===== src/rtl/fewcore_pkg.sv =====
// fewcore_pkg
// Shared defaults and types for the forwarding scoreboard.
//   REG_AW_DEF, STAGES_DEF, LOAD_EXTRA_DEF : default geometry
//   RD_MAX_W                               : register-address field width in an entry
//   FWD_REGFILE                            : forward-select code meaning "use register file"
//   sb_entry_t                             : one pipeline position {valid, rd, is_load}
package fewcore_pkg;

    localparam int REG_AW_DEF     = 5;
    localparam int STAGES_DEF     = 3;
    localparam int LOAD_EXTRA_DEF = 1;

    // Entries carry a fixed-width rd field so the struct can live here;
    // REG_AW must not exceed this width.
    localparam int RD_MAX_W = 8;

    localparam int FWD_REGFILE = 0;

    typedef struct packed {
        logic                valid;
        logic [RD_MAX_W-1:0] rd;
        logic                is_load;
    } sb_entry_t;

endpackage


===== src/rtl/sb_match.sv =====
// sb_match
// Priority matcher for one source operand. Finds the youngest in-flight
// entry writing rs and reports whether it can be forwarded yet.
//   entries : shift-array contents, index 0 youngest
//   rs      : source register
//   req     : youngest match is a load not yet forwardable (stall request)
//   sel     : 0 = register file, k = forward from position k-1
module sb_match
    import fewcore_pkg::*;
#(
    parameter  int REG_AW     = REG_AW_DEF,
    parameter  int STAGES     = STAGES_DEF,
    parameter  int LOAD_EXTRA = LOAD_EXTRA_DEF,
    localparam int SW         = $clog2(STAGES + 1)
) (
    input  sb_entry_t [STAGES-1:0] entries,
    input  logic [REG_AW-1:0]      rs,
    output logic                   req,
    output logic [SW-1:0]          sel
);

    // Walk oldest to youngest so the youngest match overwrites any older one.
    always_comb begin
        req = 1'b0;
        sel = SW'(FWD_REGFILE);
        for (int p = STAGES - 1; p >= 0; p--) begin
            if (entries[p].valid && (entries[p].rd == RD_MAX_W'(rs)) && (rs != '0)) begin
                if (!entries[p].is_load || (p >= LOAD_EXTRA)) begin
                    req = 1'b0;
                    sel = SW'(p + 1);
                end else begin
                    req = 1'b1;
                    sel = SW'(FWD_REGFILE);
                end
            end
        end
    end

endmodule


===== src/rtl/scoreboard_fwd.sv =====
// scoreboard_fwd
// Tracks destination registers of in-flight instructions in a shift array
// and produces operand forward selects plus a load-use stall for decode.
//   clk, reset            : clock, async active-high reset
//   issue_valid/rd/we     : instruction presented by decode and its destination
//   issue_is_load         : instruction is a load (result arrives late)
//   issue_rs1/rs2         : source registers
//   flush                 : taken branch, current issue discarded
//   stall                 : hold decode this cycle
//   fwd_sel_rs1/rs2       : 0 = register file, k = forward from position k-1
//   inflight              : number of valid entries
//   stall_count           : saturating count of stall cycles
module scoreboard_fwd
    import fewcore_pkg::*;
#(
    parameter  int REG_AW     = REG_AW_DEF,
    parameter  int STAGES     = STAGES_DEF,
    parameter  int LOAD_EXTRA = LOAD_EXTRA_DEF,
    localparam int SW         = $clog2(STAGES + 1)
) (
    input  logic              clk,
    input  logic              reset,
    input  logic              issue_valid,
    input  logic [REG_AW-1:0] issue_rd,
    input  logic              issue_we,
    input  logic              issue_is_load,
    input  logic [REG_AW-1:0] issue_rs1,
    input  logic [REG_AW-1:0] issue_rs2,
    input  logic              flush,
    output logic              stall,
    output logic [SW-1:0]     fwd_sel_rs1,
    output logic [SW-1:0]     fwd_sel_rs2,
    output logic [SW-1:0]     inflight,
    output logic [31:0]       stall_count
);

    sb_entry_t [STAGES-1:0] entries_q;
    sb_entry_t              issue_entry;
    logic                   req_rs1;
    logic                   req_rs2;
    logic                   accept;
    logic [31:0]            stall_cnt_q;

    sb_match #(
        .REG_AW     (REG_AW),
        .STAGES     (STAGES),
        .LOAD_EXTRA (LOAD_EXTRA)
    ) u_match_rs1 (
        .entries (entries_q),
        .rs      (issue_rs1),
        .req     (req_rs1),
        .sel     (fwd_sel_rs1)
    );

    sb_match #(
        .REG_AW     (REG_AW),
        .STAGES     (STAGES),
        .LOAD_EXTRA (LOAD_EXTRA)
    ) u_match_rs2 (
        .entries (entries_q),
        .rs      (issue_rs2),
        .req     (req_rs2),
        .sel     (fwd_sel_rs2)
    );

    assign stall  = issue_valid & ~flush & ~reset & (req_rs1 | req_rs2);
    assign accept = issue_valid & ~stall & ~flush;

    // Writes to x0 never become valid entries, so x0 can never match.
    always_comb begin
        issue_entry         = '0;
        issue_entry.valid   = issue_we & (issue_rd != '0);
        issue_entry.rd      = RD_MAX_W'(issue_rd);
        issue_entry.is_load = issue_is_load;
    end

    // Unconditional shift: a stalled consumer is released as the load ages.
    always_ff @(posedge clk or posedge reset) begin
        if (reset) begin
            entries_q <= '0;
        end else begin
            entries_q[0] <= accept ? issue_entry : '0;
            for (int p = 1; p < STAGES; p++) begin
                entries_q[p] <= entries_q[p-1];
            end
        end
    end

    always_ff @(posedge clk or posedge reset) begin
        if (reset) begin
            stall_cnt_q <= '0;
        end else if (stall && (stall_cnt_q != 32'hFFFF_FFFF)) begin
            stall_cnt_q <= stall_cnt_q + 32'd1;
        end
    end

    assign stall_count = stall_cnt_q;

    always_comb begin
        inflight = '0;
        for (int p = 0; p < STAGES; p++) begin
            inflight = inflight + SW'(entries_q[p].valid);
        end
    end

endmodule

===== config.mk =====
export PLATFORM = sky130hd
export DESIGN_NAME = scoreboard_fwd
export DESIGN_NICKNAME = d
export VERILOG_FILES = /design/src/rtl/fewcore_pkg.sv /design/src/rtl/sb_match.sv /design/src/rtl/scoreboard_fwd.sv
export SDC_FILE = /design/constraint.sdc
export NUM_CORES = 1
export LEC_CHECK = 0
export ABC_AREA = 1
export CORE_MARGIN = 4
export CORE_UTILIZATION = 58
export DETAILED_ROUTE_END_ITERATION = 8
export HOLD_SLACK_MARGIN = 0.03
export PLACE_DENSITY_LB_ADDON = 0.08
export SYNTH_ARGS = -nofsm -noshare
export SYNTH_HDL_FRONTEND = slang
export SYNTH_HIERARCHICAL = 1
export SYNTH_SLANG_ARGS = --single-unit

===== constraint.sdc =====
create_clock -name clk -period 6.5 [get_ports clk]
set_input_delay 1.3 -clock clk [delete_from_list [all_inputs] [get_ports clk]]
set_output_delay 1.3 -clock clk [all_outputs]
set_load 0.05 [all_outputs]

==> flow_summary_export.csv, run 1 <==
group,metric,value,unit
synth,netlist_area,3580,um2
grt,antenna_found_initial,0,
synth,netlist_instances,568,
timing,finalCriticalPeriod,5.13,ns
grt,grt.total_usage,0.262,
setup_path,rr_worst_depth,10,
cts,cts_setup_buffers,0,
setup_path,cp_max_fo,8,
placement,portBuffers,59,
power,powerDensity,142,nW/um2
routing,vias_per_cell,4.95,
synth,synth_warnings,6,
timing,hold_slack,0.468,ns
routing,wl_met2,4600,um
routing,drt-initial-drc-count,143,
routing,drc_errors,0,
timing,max_freq,195,MHz
routing,finalWirelength,9040,um
layout,syn_to_final_growth,23.2,%
die,die_h,86.5,um
setup_path,worstPathArrival,3.83,ns
setup_path,reg2reg_slack,3.83,ns
routing,top_layer_used,"met4",
layout,drive_gt1_frac,0.0370,
layout,fillers,499,
die,core-area,5960,um2
outcome,status,"completed",
layout,diodes,0,
die,initial_core_util,0.600,
setup_path,worstSetupStartpointType,"primary input",
routing,vias,3580,
layout,finalNonFillerCells,723,
grt,grt_max_degree,52,
layout,post-route-util,0.740,
timing,finalClockSkew,0.0135,ns
timing,hold_viol,0,
power,vdd_drop_max,105,uV
cts,post_cts_resize_count,0,
cts,path_clk_slew,0.10,ns
timing,period_share,0.789,
layout,fin_nets,670,
cts,postCtsHoldBufs,0,
routing,wl_met1,3720,um
placement,place.gp.congestion,0.929,
routing,antenna_left,0,
placement,dp.cells,715,
setup_path,worst-setup-path-type,"primary input to primary output",
grt,grt_overflow_total,0,
cts,cts_made_buffers,5,
synth,syn_area_per_cell,6.30,um2
timing,fin_tns_setup,0,ns
timing,relSlewSlack,0.316,
timing,setup-violations-final,0,
routing,route.met3.wl,434,um
cts,cts_tree,"done",
die,die_area,7490,um2
min_path,hold_path.class,"flop to flop",
power,power.total,626,uW
grt,grt_pass1_wl,15600,um
setup_path,critical_path_required,5.20,ns
power,leakage,0.00220,uW
placement,dp_hpwl,6950,um
cts,clock-sinks,51,
cts,h-tree-depth,2,
grt,grt_pass1_vias,3524,
cts,clockRootBuffer,"clkbuf_8",
timing,worst_pin_slew,1.03,ns
die,die_x,86.5,um
setup_path,end_kind,"primary output",
die,rows,28,
routing,drt-pass1-iter-count,5,
die,io_pins,60,
min_path,holdPathStages,0,
routing,wl_per_cell,12.5,um
timing,drv_slew,0,
cts,clock_latency,0.32,ns
timing,rsz0062_at_grt,"no",
run,max_cap_viol_count,0,
cts,clockBufferDepth,2,
## state kept, by name, indices dropped and copies added, names as in the netlist
| name | flops |
|---|---|
| entries_q | 19 |
| stall_count | 32 |
## layout make-up
class                   instances  area [um2]  share of cell area
inverters                      81         304              0.0690
multi-input cells             448        2020               0.458
flip-flops and latches         51        1280               0.290
clock buffers                   5        68.8              0.0156
well taps                      75        93.8              0.0213
repair buffers                 60         598               0.136
clock inverters                 3        46.3              0.0105
## critical path: stages
cell and delay (ns):
clkdlybuf4s50_1 0.53, inv_2 0.14, nor2_1 0.06, nand3b_1 0.18, nor4_1 0.24, nor2_1 0.12, nor2_2 0.35, clkdlybuf4s50_1 0.91
## per-stage QoR
stage / cell area [um2] / worst slack [ns]
after floorplan: 3640 / 1.97
final: 4410 / 1.37
after global routing: 4410 / 1.18
after detailed placement: 4290 / 1.42
after CTS: 4410 / 1.39
after global placement: 4290 / 1.44
## power by group
group / switching, uW / internal, uW / leakage [uW]
Sequential: 5.77 / 322 / 0.000703
Clock: 116 / 116 / 0.0000548
Combinational: 39.1 / 28.0 / 0.00144
Total: 161 / 466 / 0.00220
## layer usage
layer | up-vias | GRT usage
met4 | 0 | 0.110
met5 | - | 0
met1 | 1614 | 0.302
li1 | 1825 | -
met3 | 25 | 0.0399
met2 | 116 | 0.478
## placed cells by master, fill, tap and decap left out, types with 8 or more instances in the layout
master,n
nand3b_1,9
nand2_1,258
inv_1,76
and2_1,8
clkdlybuf4s50_1,59
xnor2_1,18
conb_1,18
nor2_1,83
nand3_1,19
dfrtp_1,51
## worst paths after layout
path	start	endpoint
setup reg to reg	entries_q[9]$_DFF_PP0_	stall_count[19]$_DFFE_PP0P_
hold reg to reg	entries_q[19]$_DFF_PP0_	entries_q[29]$_DFF_PP0_
setup / recovery	issue_rs2[3]	stall
min in group asynchronous	reset	stall_count[18]$_DFFE_PP0P_
max in group asynchronous	reset	stall_count[21]$_DFFE_PP0P_
hold / removal	entries_q[19]$_DFF_PP0_	entries_q[29]$_DFF_PP0_
No activity file was read; power rests on OpenSTA's default activity.
==> run 2: changes to the inputs <==
--- a/config.mk
+++ b/config.mk
@@ -7,7 +7,7 @@
 export LEC_CHECK = 0
 export ABC_AREA = 1
 export CORE_MARGIN = 4
-export CORE_UTILIZATION = 58
+export CORE_UTILIZATION = 54
 export DETAILED_ROUTE_END_ITERATION = 8
 export HOLD_SLACK_MARGIN = 0.03
 export PLACE_DENSITY_LB_ADDON = 0.08
==> constraint.sdc (replaced) <==
create_clock -name clk -period 4.8 [get_ports clk]
set_input_delay 0.96 -clock clk [delete_from_list [all_inputs] [get_ports clk]]
set_output_delay 0.96 -clock clk [all_outputs]
set_load 0.05 [all_outputs]
==> run 2 against run 1 <==
Cell count increased by 0.41%. Critical path depth decreased by 1. Non-clock buffer count increased by 1. Clock-buffer cell count unchanged. Cell area increased by 0.71%. Die area increased by 6.7%. Utilization decreased by 4.5 points. Worst setup slack got worse by 0.80 ns. Clock skew decreased by 0.0060 ns. Sequential cell count unchanged. Largest cell class unchanged. Clock power increased by 51%. Power increased by 41%.
==> flow_summary_export.csv, run 2 (synthesis results as in run 1) <==
group,metric,value,unit
outcome,status,"completed",
cts,clockRootBuffer,"clkbuf_8",
layout,fin_area,4440,um2
timing,max_freq,237,MHz
timing,hold_viol,0,
timing,setup_slack,0.575,ns
cts,postCtsHoldBufs,0,
min_path,holdPathEnd,"entries_q[24]$_DFF_PP0_",
setup_path,path_common_cell,"clkdlybuf4s50_1",
routing,drt-pass1-iter-count,7,
die,die_h,89.4,um
timing,worst_pin_slew,1.04,ns
grt,grt_pass1_wl,14800,um
placement,place.gp.congestion,0.889,
power,power.total,883,uW
layout,finalNonFillerCells,726,
setup_path,crit_chain,"clkdlybuf4s50_1, xnor2_1, nand2_1, nor4_1, nor2_1, nor2_2, clkdlybuf4s50_1",
power,switching_share,0.229,
placement,place_ws,0.623,ns
setup_path,worst-setup-path-type,"primary input to primary output",
placement,dp.cells,718,
min_path,holdPathStages,0,
layout,final_common_cell,"nand2_1",
grt,grt_max_degree,52,
grt,grt_overflow_total,0,
cts,post_cts_resize_count,0,
setup_path,path_buf_inv,2,
routing,drt-initial-drc-count,171,
layout,final_cell_mix,"nand2_1, nor2_1, inv_1, clkdlybuf4s50_1, dfrtp_1",
placement,dp_hpwl,6860,um
layout,diodes,0,
setup_path,reg2reg_slack,2.17,ns
cts,h-tree-depth,2,
setup_path,worstPathArrival,3.27,ns
timing,rsz0062_at_grt,"no",
routing,vias,3588,
placement,placedInstanceArea,4300,um2
layout,fin_nets,671,
setup_path,cp_slowest_cell,"clkdlybuf4s50_1",
routing,finalWirelength,8840,um
power,leakage,0.00222,uW
layout,syn_to_final_growth,24.1,%
power,power.internal,681,uW
die,io_pins,60,
timing,drv_slew,0,
routing,drc_errors,0,
min_path,min-delay-start,"entries_q[14]$_DFF_PP0_",
cts,cts_tree,"done",
layout,largest_reg_flops,32,
setup_path,cpPeakStageDelay,0.83,ns
routing,vias_per_cell,4.94,
timing,finalCriticalPeriod,4.23,ns
setup_path,cp_top_family,"buffers and inverters",
cts,clockBufferDepth,2,
timing,relSlewSlack,0.307,
setup_path,critical_path_required,3.84,ns
timing,setup-violations-final,0,
layout,multi_input_area,2020,um2
setup_path,reg2reg_from,"entries_q[9]$_DFF_PP0_",
grt,grt.total_usage,0.235,
cts,cts_setup_buffers,0,
cts,path_clk_slew,0.09,ns
setup_path,cp_max_fo,5,
power,power_switching,202,uW
timing,period_share,0.880,
cts,clock-sinks,51,
die,core-area,6390,um2
grt,grt_pass1_vias,3366,
power,powerDensity,199,nW/um2
layout,drive_gt1_frac,0.0385,
timing,finalClockSkew,0.00750,ns
cts,cts_made_buffers,5,
die,die_x,89.4,um
routing,wl_per_cell,12.2,um
setup_path,reg2reg_to,"stall_count[21]$_DFFE_PP0P_",
routing,antenna_left,0,
run,max_cap_viol_count,0,
setup_path,worstSetupStartpointType,"primary input",
power,vdd_drop_max,129,uV
timing,fin_tns_setup,0,ns
cts,clock_latency,0.30,ns
placement,portBuffers,59,
die,initial_core_util,0.560,
min_path,hold_path.class,"flop to flop",
grt,antenna_found_initial,0,
layout,fillers,572,
power,power_frac_seq,0.502,
die,rows,29,
die,die_area,7990,um2
power,p_comb_frac,0.102,
setup_path,end_kind,"primary output",
layout,final-seq-area,1280,um2
power,clockPowerShare,0.396,
setup_path,rr_worst_depth,10,
run 2: layer usage:
| metal | global-route usage | vias to the layer above | part of all wire |
|---|---|---|---|
| met5 | 0 | - | 0 |
| met4 | 0.0893 | 0 | 0.026 |
| met3 | 0.0378 | 20 | 0.054 |
| met2 | 0.423 | 110 | 0.51 |
| met1 | 0.280 | 1630 | 0.41 |
| li1 | - | 1828 | - |
run 2: power by group through the flow:
| stage | combinational (uW) | sequential [uW] | clock, uW |
|---|---|---|---|
| after detailed placement | 89.5 | 452 | 0 |
| after floorplan | 55.3 | 449 | 0 |
| after CTS | 90.0 | 443 | 360 |
| after global routing | 102 | 444 | 378 |
| final | 90.3 | 443 | 350 |
| after global placement | 87.4 | 452 | 0 |
run 2: how the worst max path moves through the flow:
stage	from	endpoint	slack (ns)	depth (start not counted)
2_1_floorplan	reset	stall	0.95	3
3_3_place_gp	issue_rs2[1]	stall	0.63	7
3_5_place_dp	issue_rs2[1]	stall	0.62	7
4_1_cts	issue_rs2[1]	stall	0.60	7
5_1_grt	issue_rs1[1]	stall	0.44	7
6_report	issue_rs2[1]	stall	0.57	7
run 2: layout make-up:
class                           count  area share
Sequential cell                    51       0.288
Clock inverter                      3      0.0152
Tap cell                           77      0.0217
Timing Repair Buffer               61       0.136
Inverter                           81      0.0685
Clock buffer                        5      0.0155
Multi-Input combinational cell    448       0.455
run 2: stage by stage:
stage	util	hold WS, ns
detailed placement	0.673	0.433
CTS	0.695	0.458
finish	0.695	0.453
global route	0.695	0.462
floorplan	-	0.411
global placement	0.673	0.439
==> run 3: changes to the inputs <==
--- a/config.mk
+++ b/config.mk
@@ -7,10 +7,11 @@
 export LEC_CHECK = 0
 export ABC_AREA = 1
 export CORE_MARGIN = 4
-export CORE_UTILIZATION = 54
+export CORE_UTILIZATION = 25
 export DETAILED_ROUTE_END_ITERATION = 8
 export HOLD_SLACK_MARGIN = 0.03
 export PLACE_DENSITY_LB_ADDON = 0.08
+export SETUP_SLACK_MARGIN = 0.05
 export SYNTH_ARGS = -nofsm -noshare
 export SYNTH_HDL_FRONTEND = slang
 export SYNTH_HIERARCHICAL = 1
==> run 3 against run 2 <==
First-iteration DRC count is 19% lower. Worst setup slack improved by 0.11 ns. Power increased by 4.0%. Wire length rose by 18%. Cell count increased by 14%. Via count fell by 4.5%. Critical path type unchanged. Critical endpoint is now fwd_sel_rs1[0].
==> flow_summary_export.csv, run 3 (synthesis results as in run 1) <==
group,metric,value,unit
outcome,status,"completed",
grt,grt_overflow_total,0,
timing,period_share,0.858,
routing,wl_per_cell,12.5,um
setup_path,path_common_cell,"nand2_1",
die,die_h,128,um
placement,placedInstanceArea,4430,um2
layout,fillers,1519,
placement,portBuffers,59,
cts,postCtsHoldBufs,0,
setup_path,critical_path_required,3.84,ns
routing,drt-pass1-iter-count,6,
power,switching_share,0.257,
setup_path,reg2reg_slack,2.68,ns
timing,finalCriticalPeriod,4.12,ns
setup_path,crit_start,"issue_rs1[2]",
grt,grt.total_usage,0.134,
cts,cts_tree,"done",
cts,cts_made_buffers,5,
power,p_comb_frac,0.101,
setup_path,cpPeakStageDelay,0.82,ns
routing,finalWirelength,10400,um
min_path,hold_path.class,"flop to flop",
die,initial_core_util,0.257,
power,clockPowerShare,0.417,
cts,clock-sinks,51,
routing,drt-initial-drc-count,138,
placement,dp_hpwl,8080,um
layout,drive_gt1_frac,0.0415,
timing,rsz0062_at_grt,"no",
layout,finalNonFillerCells,831,
timing,setup_slack,0.684,ns
routing,vias,3428,
placement,place_ws,0.705,ns
power,vdd_drop_max,130,uV
layout,largest_reg_flops,32,
setup_path,cp_slowest_cell,"clkdlybuf4s50_1",
grt,grt_pass1_vias,3454,
setup_path,cp_max_fo,5,
die,die_x,128,um
run,max_cap_viol_count,0,
power,powerDensity,200,nW/um2
setup_path,reg2reg_from,"entries_q[9]$_DFF_PP0_",
timing,fin_tns_setup,0,ns
layout,final_common_cell,"nand2_1",
power,power_frac_seq,0.482,
routing,vias_per_cell,4.13,
power,power_switching,236,uW
min_path,holdPathEnd,"entries_q[11]$_DFF_PP0_",
placement,dp.cells,822,
layout,fin_nets,672,
cts,clockBufferDepth,2,
placement,place.gp.congestion,0.799,
power,power.internal,682,uW
cts,path_clk_slew,0.08,ns
setup_path,worstPathArrival,3.16,ns
setup_path,rr_worst_depth,11,
timing,drv_slew,0,
timing,relSlewSlack,0.540,
timing,max_freq,243,MHz
grt,grt_pass1_wl,17300,um
routing,antenna_left,0,
timing,worst_pin_slew,0.690,ns
timing,hold_slack,0.441,ns
cts,h-tree-depth,2,
power,leakage,0.00223,uW
die,core-area,13900,um2
setup_path,crit_chain,"clkdlybuf4s50_1, inv_2, nand2_1, nand2_1, nor2_1, nand2_1, nor2_1, nand2_1, a21oi_1, clkdlybuf4s50_1",
cts,clock_latency,0.30,ns
setup_path,worst-setup-path-type,"primary input to primary output",
layout,final_cell_mix,"nand2_1, nor2_1, inv_1, clkdlybuf4s50_1, dfrtp_1",
die,io_pins,60,
cts,clockRootBuffer,"clkbuf_16",
timing,hold_viol,0,
die,rows,43,
layout,fin_area,4590,um2
die,die_area,16300,um2
timing,setup-violations-final,0,
cts,post_cts_resize_count,0,
min_path,min-delay-start,"entries_q[1]$_DFF_PP0_",
cts,cts_setup_buffers,0,
grt,grt_max_degree,52,
layout,syn_to_final_growth,28.4,%
timing,finalClockSkew,0.00775,ns
setup_path,worstSetupStartpointType,"primary input",
setup_path,reg2reg_to,"stall_count[7]$_DFFE_PP0P_",
routing,drc_errors,0,
grt,antenna_found_initial,0,
min_path,holdPathStages,0,
setup_path,end_kind,"primary output",
==> run 3: critical path: cells and delay by family <==
family          cells  cell delay, ns
simple gates        6            0.55
compound gates      1            0.12
buf+inv             3            1.53
==> run 3: final cells by class <==
cell class | instances | area (um2) | area share
diodes | 1 | 2.50 | 0.000545
clock buffers | 6 | 139 | 0.0302
clock inverters | 2 | 16.3 | 0.00354
inverters | 81 | 304 | 0.0662
multi-input cells | 448 | 2020 | 0.440
flip-flops and latches | 51 | 1280 | 0.278
well taps | 180 | 225 | 0.0490
repair buffers | 62 | 611 | 0.133
==> run 3: metrics by stage <==
| stage | util | total power [uW] |
|---|---|---|
| final | 0.330 | 919 |
| after global routing | 0.329 | 966 |
| after CTS | 0.329 | 937 |
| after detailed placement | 0.318 | 545 |
| after global placement | 0.318 | 545 |
| after floorplan | - | 505 |
==> run 3: how the worst max path moves through the flow <==
| stage | to | slack [ns] | depth (start not counted) |
|---|---|---|---|
| after floorplan | stall | 0.95 | 3 |
| after global placement | fwd_sel_rs1[0] | 0.69 | 10 |
| after detailed placement | fwd_sel_rs1[0] | 0.71 | 10 |
| after CTS | fwd_sel_rs1[0] | 0.70 | 10 |
| after global routing | fwd_sel_rs1[0] | 0.51 | 10 |
| final | fwd_sel_rs1[0] | 0.68 | 10 |
==> run 3: power groups by stage <==
| stage | Sequential (uW) | Combinational (uW) | Clock, uW |
|---|---|---|---|
| floorplan | 449 | 55.3 | 0 |
| global placement | 452 | 93.2 | 0 |
| detailed placement | 452 | 93.2 | 0 |
| CTS | 443 | 93.7 | 400 |
| global route | 444 | 106 | 416 |
| finish | 443 | 92.5 | 383 |
==> run 3: routing by layer <==
| metal | vias to the layer above | wire [um] | GRT usage |
|---|---|---|---|
| met4 | 0 | 167 | 0.0375 |
| met3 | 10 | 428 | 0.0234 |
| li1 | 1832 | - | - |
| met1 | 1527 | 4710 | 0.165 |
| met2 | 59 | 5080 | 0.239 |
| met5 | - | 0 | 0 |
